<file path="config.mk">
export PLATFORM = sky130hd
export DESIGN_NAME = song_reader
export DESIGN_NICKNAME = d
export VERILOG_FILES = /design/src/rtl/song_pkg.sv /design/src/rtl/song_rom.sv /design/src/rtl/song_reader.sv
export SDC_FILE = /design/constraint.sdc
export NUM_CORES = 1
export LEC_CHECK = 0
export ABC_AREA = 0
export CORE_UTILIZATION = 49
export DETAILED_ROUTE_END_ITERATION = 10
export PLACE_DENSITY = 0.77
export SETUP_SLACK_MARGIN = 0.2
export SYNTH_ARGS = -nofsm -noshare
export SYNTH_HDL_FRONTEND = slang
export SYNTH_HIERARCHICAL = 1
export SYNTH_SLANG_ARGS = --single-unit
</file>
<file path="constraint.sdc">
create_clock -name clk -period 1.68 [get_ports clk]
set_input_delay 0.168 -clock clk [delete_from_list [all_inputs] [get_ports clk]]
set_output_delay 0.168 -clock clk [all_outputs]
set_load 0.03 [all_outputs]
</file>
<file path="src/rtl/song_pkg.sv">
// Shared definitions for the song sequencer: widths, ROM word layout, FSM encoding.
package song_pkg;

    localparam int SONG_W = 2;
    localparam int IDX_W  = 5;
    localparam int NOTE_W = 6;
    localparam int ADDR_W = SONG_W + IDX_W;
    localparam int ROM_W  = 2 * NOTE_W;

    // ROM word = {note, duration}
    localparam int NOTE_MSB = 11;
    localparam int NOTE_LSB = 6;
    localparam int DUR_MSB  = 5;
    localparam int DUR_LSB  = 0;

    localparam logic [NOTE_W-1:0] END_DURATION = '0;

    typedef enum logic [1:0] {
        ST_FETCH,
        ST_LOAD,
        ST_WAIT,
        ST_DONE
    } state_t;

    function automatic logic [NOTE_W-1:0] rom_note(input logic [ROM_W-1:0] w);
        return w[NOTE_MSB:NOTE_LSB];
    endfunction

    function automatic logic [NOTE_W-1:0] rom_dur(input logic [ROM_W-1:0] w);
        return w[DUR_MSB:DUR_LSB];
    endfunction

endpackage

</file>
<file path="src/rtl/song_rom.sv">
// Song ROM, 4 songs x 32 entries of {note, duration}; one-cycle synchronous read.
// Duration 0 marks the end of a song; song 1 fills all 32 slots and has no marker.
module song_rom
    import song_pkg::*;
(
    input  logic              clk,
    input  logic [ADDR_W-1:0] addr,
    output logic [ROM_W-1:0]  dout
);

    logic [SONG_W-1:0] sel;
    logic [IDX_W-1:0]  idx;
    logic [NOTE_W-1:0] idx_ext;
    logic [ROM_W-1:0]  rom_word;

    assign sel     = addr[ADDR_W-1:IDX_W];
    assign idx     = addr[IDX_W-1:0];
    assign idx_ext = {1'b0, idx};

    always_comb begin
        rom_word = '0;
        unique case (sel)
            2'd0: begin
                unique case (idx)
                    5'd0:    rom_word = {6'd20, 6'd4};
                    5'd1:    rom_word = {6'd21, 6'd5};
                    5'd2:    rom_word = {6'd22, 6'd6};
                    default: rom_word = '0;
                endcase
            end
            2'd1: rom_word = {idx_ext + 6'd10, {3'b000, idx[2:0]} + 6'd1};
            2'd2: rom_word = idx[4] ? '0 : {idx_ext + 6'd30, 6'd2};
            2'd3: begin
                unique case (idx)
                    5'd0:    rom_word = {6'd40, 6'd8};
                    5'd1:    rom_word = {6'd41, 6'd1};
                    default: rom_word = '0;
                endcase
            end
            default: rom_word = '0;
        endcase
    end

    always_ff @(posedge clk) begin
        dout <= rom_word;
    end

endmodule

</file>
<file path="src/rtl/song_reader.sv">
// Walks the song ROM and hands each note to the player with a one-cycle load strobe.
// Strobe 2 cycles after FETCH entry; waits indefinitely for note_done; play=0 stalls FETCH/LOAD.
module song_reader
    import song_pkg::*;
(
    input  logic              clk,
    input  logic              reset,
    input  logic              play,
    input  logic              next_song,
    input  logic              note_done,
    output logic [SONG_W-1:0] song,
    output logic              song_done,
    output logic [NOTE_W-1:0] note_to_load,
    output logic [NOTE_W-1:0] duration_to_load,
    output logic              load_new_note
);

    state_t            state_q, state_d;
    logic [SONG_W-1:0] song_q, song_d;
    logic [IDX_W-1:0]  idx_q, idx_d;
    logic [NOTE_W-1:0] note_q, note_d;
    logic [NOTE_W-1:0] dur_q, dur_d;
    logic              load_q, load_d;
    logic              done_q, done_d;
    logic [ROM_W-1:0]  rom_dout;

    song_rom u_rom (
        .clk  (clk),
        .addr ({song_q, idx_q}),
        .dout (rom_dout)
    );

    always_comb begin
        state_d = state_q;
        song_d  = song_q;
        idx_d   = idx_q;
        note_d  = note_q;
        dur_d   = dur_q;
        load_d  = 1'b0;
        done_d  = 1'b0;

        // next_song preempts whatever the FSM was doing, including a pending note_done
        if (next_song) begin
            song_d  = song_q + SONG_W'(1);
            idx_d   = '0;
            state_d = ST_FETCH;
        end else begin
            unique case (state_q)
                ST_FETCH: begin
                    if (play) state_d = ST_LOAD;
                end
                ST_LOAD: begin
                    if (play) begin
                        if (rom_dur(rom_dout) == END_DURATION) begin
                            state_d = ST_DONE;
                            done_d  = 1'b1;
                            idx_d   = '0;
                        end else begin
                            note_d  = rom_note(rom_dout);
                            dur_d   = rom_dur(rom_dout);
                            load_d  = 1'b1;
                            state_d = ST_WAIT;
                        end
                    end
                end
                ST_WAIT: begin
                    if (note_done) begin
                        if (idx_q == {IDX_W{1'b1}}) begin
                            state_d = ST_DONE;
                            done_d  = 1'b1;
                            idx_d   = '0;
                        end else begin
                            idx_d   = idx_q + IDX_W'(1);
                            state_d = ST_FETCH;
                        end
                    end
                end
                ST_DONE: begin
                    state_d = ST_DONE;
                end
                default: state_d = ST_FETCH;
            endcase
        end
    end

    always_ff @(posedge clk) begin
        if (reset) begin
            state_q <= ST_FETCH;
            song_q  <= '0;
            idx_q   <= '0;
            note_q  <= '0;
            dur_q   <= '0;
            load_q  <= 1'b0;
            done_q  <= 1'b0;
        end else begin
            state_q <= state_d;
            song_q  <= song_d;
            idx_q   <= idx_d;
            note_q  <= note_d;
            dur_q   <= dur_d;
            load_q  <= load_d;
            done_q  <= done_d;
        end
    end

    assign song             = song_q;
    assign song_done        = done_q;
    assign note_to_load     = note_q;
    assign duration_to_load = dur_q;
    assign load_new_note    = load_q;

endmodule

</file>
==> results of run 1 <==
final cells by class:
| type | instances | area [um^2] | area share |
|---|---|---|---|
| inverters | 10 | 45.0 | 0.0176 |
| well taps | 46 | 57.6 | 0.0225 |
| clock inverters | 3 | 46.3 | 0.0181 |
| clock buffers | 5 | 37.5 | 0.0147 |
| flip-flops and latches | 33 | 686 | 0.269 |
| multi-input cells | 130 | 1140 | 0.445 |
| repair buffers | 62 | 544 | 0.213 |
sequential cells by signal, summed over array words and instances, names as in the netlist:
name              flops
load_new_note         1
u_rom/dout           10
song_done             1
note_to_load          6
song                  2
state_q               2
duration_to_load      6
idx_q                 5
synthesized netlist by cell type (all sizes together), types with 2 or more instances:
library cell	number
or3	4
o2111ai	2
xnor2	2
clkbuf	4
a311oi	2
xor2	4
nand2	7
o21ai	4
nor4	3
nor2	23
a21oi	8
or2	2
buf	6
or4	2
nor3	2
mux2i	12
a32o	3
ha	13
inv	10
o22ai	3
nor2b	4
a31o	2
a31oi	6
dfxtp	33
nand3	6
logic make-up after synthesis:
| kind of cell | count (synthesis) |
|---|---|
| mux | 12 |
| other cells | 1 |
| fa+ha+maj | 13 |
| flops | 33 |
| xor+xnor | 6 |
| buf+inv | 20 |
| simple gates | 58 |
| compound gates | 39 |
layer usage:
metal	routed length [um]	track usage	vias to the layer above
li1	-	-	774
met3	235	0.0777	16
met5	0	0	-
met4	138	0.133	0
met2	2670	0.507	61
met1	2090	0.311	794
power by group through the flow:
stage	clock, mW	sequential (mW)	combinational (mW)
global placement	0	0.861	0.209
floorplan	0	0.870	0.127
finish	0.621	0.846	0.270
global route	0.665	0.851	0.289
detailed placement	0	0.863	0.213
CTS	0.621	0.844	0.243
tightest hold or removal path, cell delays in order, from the launching register on:
cell and delay, ns:
dfxtp_1 0.33, mux2i_1 0.06, nor2_1 0.08
worst paths after layout:
check,start,to,slack (ns),cells after the start
max,idx_q[1]$_SDFFE_PP0P_,state_q[0]$_SDFFE_PP0P_,0.05,7
min,u_rom/dout[8]$_DFF_P_,note_to_load[2]$_SDFFE_PP0P_,0.50,2
max reg2reg,idx_q[1]$_SDFFE_PP0P_,state_q[0]$_SDFFE_PP0P_,0.05,7
min reg2reg,u_rom/dout[8]$_DFF_P_,note_to_load[2]$_SDFFE_PP0P_,0.50,2
cells in the final DEF (no fill, tap or decap), types with 2 or more instances in the layout:
cell type,n
or4_1,2
conb_1,2
a311oi_1,2
a32o_1,3
inv_4,3
o22ai_1,3
dfxtp_2,5
a31oi_1,5
buf_6,4
dfxtp_1,23
a21oi_1,7
nor4_1,2
inv_1,5
ha_1,5
dlygate4sd2_1,15
o21ai_0,3
nand3_1,6
ha_4,7
nand2_1,6
nor3_2,2
mux2i_1,11
inv_2,2
buf_4,34
a31o_2,2
or2_2,2
or3_4,4
dfxtp_4,5
nor2_1,22
clkdlybuf4s50_1,4
clkbuf_4,5
nor2b_1,3
xor2_1,4
through the flow:
stage               cells   util  hold slack (ns)
global placement      256  0.629            0.448
detailed placement    256  0.629            0.464
CTS                   280  0.719            0.492
finish                289  0.765            0.497
floorplan             183      -            0.316
global route          289  0.765            0.521
repair_timing:
action,4_1_cts,5_1_grt
cloned,1,1
pin swaps,9,16
setup endpoints to repair,38,27
setup buffers,15,8
resized for setup,43,25
==> qor.yml, run 1 <==
pwr:
  p_clk_frac: 0.358
  power.share.switching: 0.279
  p_seq_frac: 0.487
  power.switching_mw: 0.484
  combPwrFrac: 0.155
  p_leak_nw: 1.06
  power_density_nw_per_um2: 680
  p_int_mw: 1.25
  power.total_mw: 1.74
  irDropWorstVdd_mv: 0.417
final_layout:
  fillers: 218
  syn_to_final_growth_pct: 49.6
  insertedDiodeCount: 0
  drive_gt1_frac: 0.407
  num-nets-final: 260
  design_area_um2: 2550
sta:
  fin_crit_sh: 0.970
  rsz0062_at_grt: "yes"
  tns_ns: 0
  finalSetupViolCount: 0
  finalHoldViolations: 0
  fin_ws_ns: 0.0496
  clock_skew_ns: 0.00723
  period_minus_slack_ns: 1.63
  maxSlewViolCount: 0
  fmax_ghz: 0.613
logic_synthesis:
  synth_top_family_by_area: "simple AND/OR/NAND/NOR gates"
  ys_warn_count: 6
  yosysSeqAreaShare: 0.387
  synth_mux_area_frac: 0.0704
  synth.distinct_cells: 46
  yosys.area_share.xor_xnor: 0.0308
  synth_fa_ha_area_frac: 0.0953
  synthCells: 182
  yosys.area_share.simple: 0.181
  syn_area_um2: 1710
  yosys.area.top_type: "dfxtp_1"
  synth_compound_area_frac: 0.177
  synth_flop_cell: "dfxtp_1"
  ys_async_sr_fraction: 0
  syn_avg_cell_area_um2: 9.38
  ys_ff_latch: 33
  synth_area_leaders: "dfxtp_1 (39%), ha_1 (9.5%), mux2i_1 (7.0%)"
  netlist.area_leader.share: 0.387
  synth_edf_count: 0
setup_path:
  path_common_cell: "ha_4"
  max_stage_delay_ns: 0.39
  critical_path.cell_chain: "ha_4 > and3_4 > ha_4 > buf_4 > a21oi_1 > nor2b_1 > a31oi_1"
  path_buf_inv: 1
  worstSetupStartpointType: "register"
  end_kind: "register"
  cp.required_ns: 1.91
  critPathKind: "reg2reg"
  arrival_ns: 1.86
  path_max_fanout: 5
  cpLargestDelayFamily: "flip-flops"
  crit_slowest_cell: "dfxtp_4"
floorplan:
  rows: 21
  core-area_um2: 3340
  io_pins: 21
  die_h_um: 61.0
  start_util: 0.511
  dieWidth_um: 61.0
  die_area_um2: 3720
drt:
  dr.pass1.iters: 7
  wl_per_cell_um: 17.8
  wirelength_um: 5130
  num_vias: 1645
  drc: 0
  via_per_inst: 5.69
  drt-initial-drc-count: 127
  drtAntennaViolNets: 0
clock_tree:
  cts_tree: "done"
  htreeDepth: 2
  cts.path.max_buffers: 2
  clkTransAtPathRegs_ns: 0.11
  clk_latency_ns: 0.35
  cts-root-buf: "clkbuf_4"
  cts_sinks: 33
  ctsHoldBuffers: 0
  cts_buffers: 5
global_routing:
  first_global_vias: 1594
  overflow: 0
  grt_util_all_layers: 0.283
  grt_max_degree: 16
  grt_pass1_wl_um: 7510
  antenna_found_initial: 0
placed_design:
  post-dp-hpwl_um: 2850
  place_congestion: 0.829
  postPlaceCellArea_um2: 2100
  io_buffers: 20
  pre_cts_ws_ns: 0.00991
outcome:
  outcome: "completed"
run:
  cap_violations: 0
min_path:
  hold_class: "reg2reg"
Power figures use the tool's default switching activity.
==> run 2: changes to the inputs <==
--- a/config.mk
+++ b/config.mk
@@ -6,9 +6,9 @@
 export NUM_CORES = 1
 export LEC_CHECK = 0
 export ABC_AREA = 0
-export CORE_UTILIZATION = 49
+export CORE_UTILIZATION = 32
 export DETAILED_ROUTE_END_ITERATION = 10
-export PLACE_DENSITY = 0.77
+export PLACE_DENSITY = 0.56
 export SETUP_SLACK_MARGIN = 0.2
 export SYNTH_ARGS = -nofsm -noshare
 export SYNTH_HDL_FRONTEND = slang
==> run 2 against run 1 <==
- critical path depth shrank 3
- die area grew 51%
- wire length down 17%
- largest power group unchanged
==> qor.yml, run 2 (synthesis gave the netlist of run 1 again) <==
outcome:
  outcome: "completed"
floorplan:
  core-area_um2: 5110  # +53%
  io_pins: 21  # unchanged
  rows: 26  # +24%
  start_util: 0.334  # -0.177
  die_h_um: 75.0  # +23%
  die_area_um2: 5630  # +51%
  dieWidth_um: 75.0  # +23%
drt:
  via_per_inst: 4.82  # -15%
  dr.pass1.iters: 4  # -3
  drc: 0  # unchanged
  drt-initial-drc-count: 50  # -61%
  drtAntennaViolNets: 0  # unchanged
  wl_per_cell_um: 13.7  # -23%
  num_vias: 1495  # -9.1%
  wirelength_um: 4260  # -17%
final_layout:
  num-nets-final: 257  # -1.2%
  layout_commonest_cell: "buf_4"
  syn_to_final_growth_pct: 51.0
  drive_gt1_frac: 0.388  # -0.0199
  largest_register_ffs: 10  # unchanged
  layout_common_cells: "buf_4 (36), dfxtp_1 (25), nor2_1 (22)"
  top_register: "u_rom/dout"
  design_area_um2: 2580  # +0.98%
  insertedDiodeCount: 0  # unchanged
clock_tree:
  clk_latency_ns: 0.30  # -0.05 ns
  cts_sinks: 33  # unchanged
  cts-root-buf: "clkbuf_8"
  cts_tree: "done"
  htreeDepth: 2  # unchanged
  clkTransAtPathRegs_ns: 0.08  # -0.03 ns
  cts.path.max_buffers: 2  # unchanged
  cts_buffers: 5  # unchanged
global_routing:
  grt_max_degree: 17  # +1
  antenna_found_initial: 0  # unchanged
  first_global_vias: 1391  # -13%
  grt_pass1_wl_um: 6350  # -15%
  grt_util_all_layers: 0.153  # -0.130
  overflow: 0  # unchanged
setup_path:
  r2r_start: "u_rom/dout[0]$_DFF_P_"
  end_kind: "register"
  reg2reg_to: "idx_q[1]$_SDFFE_PP0P_"
  critPathKind: "reg2reg"
  reg2reg_setup_slack_ns: 0.06  # about the same
  arrival_ns: 1.80  # -0.06 ns
  path_max_fanout: 5  # unchanged
  worstSetupStartpointType: "register"
  cp.required_ns: 1.86  # -0.05 ns
  r2r_cells: 4  # -3
sta:
  fin_ws_ns: 0.0624  # +0.0128 ns
  fin_crit_sh: 0.963  # -0.00762
  fmax_ghz: 0.618  # +0.79%
  finalSetupViolCount: 0  # unchanged
  maxSlewViolCount: 0  # unchanged
  period_minus_slack_ns: 1.62  # -0.0128 ns
  rsz0062_at_grt: "yes"
  timing.hold.ws_ns: 0.478  # -0.0183 ns
  tns_ns: 0  # unchanged
  finalHoldViolations: 0  # unchanged
  clock_skew_ns: 0.0110  # +0.00379 ns
run:
  cap_violations: 0  # unchanged
pwr:
  power_density_nw_per_um2: 727  # +6.9%
  p_seq_frac: 0.449  # -0.038
  power.share.switching: 0.260  # -0.0191
  power.switching_mw: 0.487  # +0.51%
  p_clk_frac: 0.407  # +0.049
  irDropWorstVdd_mv: 0.354  # -15%
  combPwrFrac: 0.145  # -0.010
  p_leak_nw: 1.11  # +4.7%
  p_int_mw: 1.39  # +11%
min_path:
  min_to: "note_to_load[1]$_SDFFE_PP0P_"
  hold_class: "reg2reg"
  holdPathStages: 2  # unchanged
  hold_path_startpoint: "u_rom/dout[7]$_DFF_P_"
placed_design:
  pre_cts_ws_ns: 0.0311  # +0.0212 ns
  place_congestion: 0.838  # +1.1%
  post-dp-hpwl_um: 2780  # -2.6%
  io_buffers: 20  # unchanged
  postPlaceCellArea_um2: 2180  # +3.9%
## run 2: cell types whose count changed in the layout (fill, tap and decap cells not counted), sizes merged
cell / previous run / this run
buf: 42 / 38
clkdlybuf4s50: 4 / 6
dlygate4sd2: 15 / 8
dlymetal6s2s: 0 / 6
## run 2: layout make-up
cell class                      count  area [um^2]
Clock inverter                      3         46.3
Fill cell                         485         2530
Sequential cell                    33          681
Inverter                           10         40.0
Clock buffer                        5         68.8
Tap cell                           70         87.6
Timing Repair Buffer               59          532
Multi-Input combinational cell    130         1120
## run 2: critical path, stage by stage, from the launching register on
cell and delay [ns]:
dfxtp_2 0.33, nor4_4 0.34, a31oi_4 0.16, or3_4 0.41
a32o_1 0.27
## run 2: through the flow
step | utilization | instances | power [mW]
after floorplan | - | 183 | 0.997
after global placement | 0.427 | 287 | 1.09
after detailed placement | 0.427 | 287 | 1.09
after CTS | 0.472 | 305 | 1.87
after global routing | 0.505 | 310 | 1.96
final | 0.505 | 310 | 1.87
## run 2: how the worst max path moves through the flow
stage | start | end | slack [ns] | depth (start not counted)
finish | u_rom/dout[0]$_DFF_P_ | idx_q[1]$_SDFFE_PP0P_ | 0.06 | 4
CTS | u_rom/dout[0]$_DFF_P_ | idx_q[1]$_SDFFE_PP0P_ | 0.06 | 4
detailed placement | play | idx_q[1]$_SDFFE_PP0P_ | 0.03 | 4
global route | u_rom/dout[0]$_DFF_P_ | idx_q[1]$_SDFFE_PP0P_ | 0.006 | 4
global placement | play | idx_q[4]$_SDFFE_PP0P_ | 0.05 | 4
floorplan | u_rom/dout[0]$_DFF_P_ | idx_q[4]$_SDFFE_PP0P_ | 0.04 | 4
## run 2: timing repair
action                     CTS  global route
setup endpoints to repair   29            27
hold buffers                 0             0
cloned                       1             0
pin swaps                    3            11
gates resized for setup     19            37
buffers inserted             9             5
## run 2: metal layers
metal | share of wire | GRT usage | vias up | wire length, um
met5 | 0 | 0 | - | 0
met4 | 0.017 | 0.0797 | 0 | 72
met3 | 0.019 | 0.0335 | 6 | 81
met2 | 0.50 | 0.249 | 22 | 2130
met1 | 0.46 | 0.189 | 705 | 1980
li1 | - | - | 762 | -
## run 2: power by group through the flow
stage | combinational, mW | sequential, mW | clock, mW
CTS | 0.244 | 0.839 | 0.786
floorplan | 0.127 | 0.870 | 0
detailed placement | 0.229 | 0.859 | 0
global route | 0.292 | 0.845 | 0.824
global placement | 0.231 | 0.858 | 0
finish | 0.271 | 0.841 | 0.762
==> run 3: changes to the inputs <==
--- a/config.mk
+++ b/config.mk
@@ -8,7 +8,8 @@
 export ABC_AREA = 0
 export CORE_UTILIZATION = 32
 export DETAILED_ROUTE_END_ITERATION = 10
-export PLACE_DENSITY = 0.56
+export DONT_BUFFER_PORTS = 1
+export PLACE_DENSITY = 0.5
 export SETUP_SLACK_MARGIN = 0.2
 export SYNTH_ARGS = -nofsm -noshare
 export SYNTH_HDL_FRONTEND = slang
==> run 3 against run 2 <==
- largest cell class unchanged
- sequential share of layout area rose by 5.2 points
- largest power group unchanged
- die area unchanged
- clock skew down 0.0036 ns
- via count down 7.6%
- combinational power decreased by 32%
- maximum frequency is 1.5% higher
- flip-flop and latch count did not move
==> qor.yml, run 3 (synthesis gave the netlist of run 1 again) <==
min_path:
  hold_path_startpoint: "next_song"
  hold_class: "in2reg"
final_layout:
  drive_gt1_frac: 0.313  # -0.0741
  instances_no_fill: 271  # -13%
  layout_commonest_cell: "dfxtp_1"
  top_register: "u_rom/dout"
  num-nets-final: 218  # -15%
  syn_to_final_growth_pct: 25.2
  insertedDiodeCount: 0  # unchanged
  layout_common_cells: "dfxtp_1 (27), nor2_1 (23), buf_4 (15)"
  largest_register_ffs: 10  # unchanged
sta:
  fin_crit_sh: 0.948  # -0.0145
  rsz0062_at_grt: "yes"
  fmax_ghz: 0.628  # +1.5%
  slew_headroom: 0.603
  finalSetupViolCount: 0  # unchanged
  maxSlewViolCount: 0  # unchanged
  finalHoldViolations: 0  # unchanged
  clock_skew_ns: 0.00739  # -0.00363 ns
  period_minus_slack_ns: 1.59  # -0.0244 ns
  worst_pin_slew_ns: 0.593
  tns_ns: 0  # unchanged
clock_tree:
  cts.path.max_buffers: 2  # unchanged
  cts_sinks: 33  # unchanged
  cts_buffers: 5  # unchanged
  cts-root-buf: "clkbuf_8"
  htreeDepth: 2  # unchanged
  clk_latency_ns: 0.28  # -0.02 ns
  clkTransAtPathRegs_ns: 0.07  # about the same
  cts_tree: "done"
drt:
  drtAntennaViolNets: 0  # unchanged
  wl_per_cell_um: 14.0  # +2.1%
  drc: 0  # unchanged
  drt-initial-drc-count: 56  # +12%
  wirelength_um: 3800  # -11%
  dr.pass1.iters: 4  # unchanged
  num_vias: 1381  # -7.6%
  via_per_inst: 5.10  # +5.7%
pwr:
  p_clk_frac: 0.355  # -0.052
  p_seq_frac: 0.531  # +0.082
  irDropWorstVdd_mv: 0.341  # -3.9%
  power_density_nw_per_um2: 758  # +4.3%
  p_int_mw: 1.19  # -15%
  power.switching_mw: 0.434  # -11%
  p_leak_nw: 0.766  # -31%
  combPwrFrac: 0.114  # -0.031
  power.total_mw: 1.62  # -14%
  power.share.switching: 0.268  # +0.00833
setup_path:
  crit_start: "u_rom/dout[0]$_DFF_P_"
  critical_path.cell_chain: "nor4_4 > a31oi_4 > or3_4 > a32o_1"
  arrival_ns: 1.77  # -0.03 ns
  crit_cells: 4  # unchanged
  cp-endpoint: "idx_q[1]$_SDFFE_PP0P_"
  cp.required_ns: 1.85  # about the same
  cpLargestDelayFamily: "simple AND/OR/NAND/NOR gates"
  path_max_fanout: 5  # unchanged
  path_buf_inv: 0  # unchanged
  reg2reg_setup_slack_ns: 0.09  # +0.02 ns
  end_kind: "register"
  reg2reg_to: "idx_q[1]$_SDFFE_PP0P_"
  r2r_cells: 4  # unchanged
  crit_slowest_cell: "or3_4"
  critPathKind: "reg2reg"
  max_stage_delay_ns: 0.41  # about the same
  worstSetupStartpointType: "register"
  r2r_start: "u_rom/dout[0]$_DFF_P_"
placed_design:
  dp.cells: 257  # -10%
  place_congestion: 0.866  # +3.3%
  io_buffers: 0  # -100%
  post-dp-hpwl_um: 2740  # -1.6%
global_routing:
  overflow: 0  # unchanged
  grt_util_all_layers: 0.147  # -0.00596
  first_global_vias: 1280  # -8.0%
  antenna_found_initial: 0  # unchanged
  grt_pass1_wl_um: 6120  # -3.6%
  grt_max_degree: 16  # -1
run:
  cap_violations: 0  # unchanged
outcome:
  outcome: "completed"
floorplan:
  start_util: 0.334  # unchanged
  core-area_um2: 5110  # unchanged
  dieWidth_um: 75.0  # unchanged
  io_pins: 21  # unchanged
  die_h_um: 75.0  # unchanged
  rows: 26  # unchanged
  die_area_um2: 5630  # unchanged
==> run 3: how the worst min path moves through the flow <==
stage | slack (ns) | to | depth (start not counted)
after floorplan | 0.32 | song[0]$_SDFFE_PP0P_ | 2
after global placement | 0.24 | load_new_note$_SDFF_PP0_ | 1
after detailed placement | 0.24 | load_new_note$_SDFF_PP0_ | 1
after CTS | 0.03 | song[0]$_SDFFE_PP0P_ | 2
after global routing | 0.02 | song[0]$_SDFFE_PP0P_ | 2
final | 0.03 | song[0]$_SDFFE_PP0P_ | 2
==> run 3: power by group through the flow <==
stage	combinational [mW]	clock [mW]	sequential (mW)
final	0.185	0.575	0.860
after global routing	0.202	0.651	0.865
after CTS	0.176	0.597	0.859
after detailed placement	0.161	0	0.876
after global placement	0.159	0	0.875
after floorplan	0.127	0	0.870
==> run 3: final cells by class <==
type	instances	area [um^2]
Fill cell	519	2970
Multi-Input combinational cell	130	1070
Sequential cell	33	676
Timing Repair Buffer	20	176
Tap cell	70	87.6
Clock buffer	5	68.8
Inverter	10	37.5
Clock inverter	3	16.3
==> run 3: repair_timing <==
action,4_1_cts,5_1_grt
pin swaps,7,12
setup endpoints to repair,21,22
resized for setup,6,20
setup buffers,3,2
hold buffers,1,0
hold endpoints to repair,15,0
==> run 3: stage by stage <==
stage | hold WS, ns | setup WS, ns | utilization | area, um^2
floorplan | 0.316 | 0.0359 | - | 1770
global placement | 0.242 | 0.0570 | 0.373 | 1910
detailed placement | 0.243 | 0.0420 | 0.373 | 1910
CTS | 0.0270 | 0.0432 | 0.400 | 2040
global route | 0.0209 | 0.0179 | 0.418 | 2140
finish | 0.0331 | 0.0868 | 0.418 | 2140
==> run 3: layer usage <==
layer / wire length (um) / track usage
met1: 1730 / 0.186
met2: 1840 / 0.232
met3: 188 / 0.0348
met4: 45 / 0.0755
met5: 0 / 0
==> run 3: worst register-to-register path: stages, from the launching register on <==
cell and delay (ns):
dfxtp_2 0.33, nor4_4 0.35, a31oi_4 0.18, or3_4 0.41
a32o_1 0.22
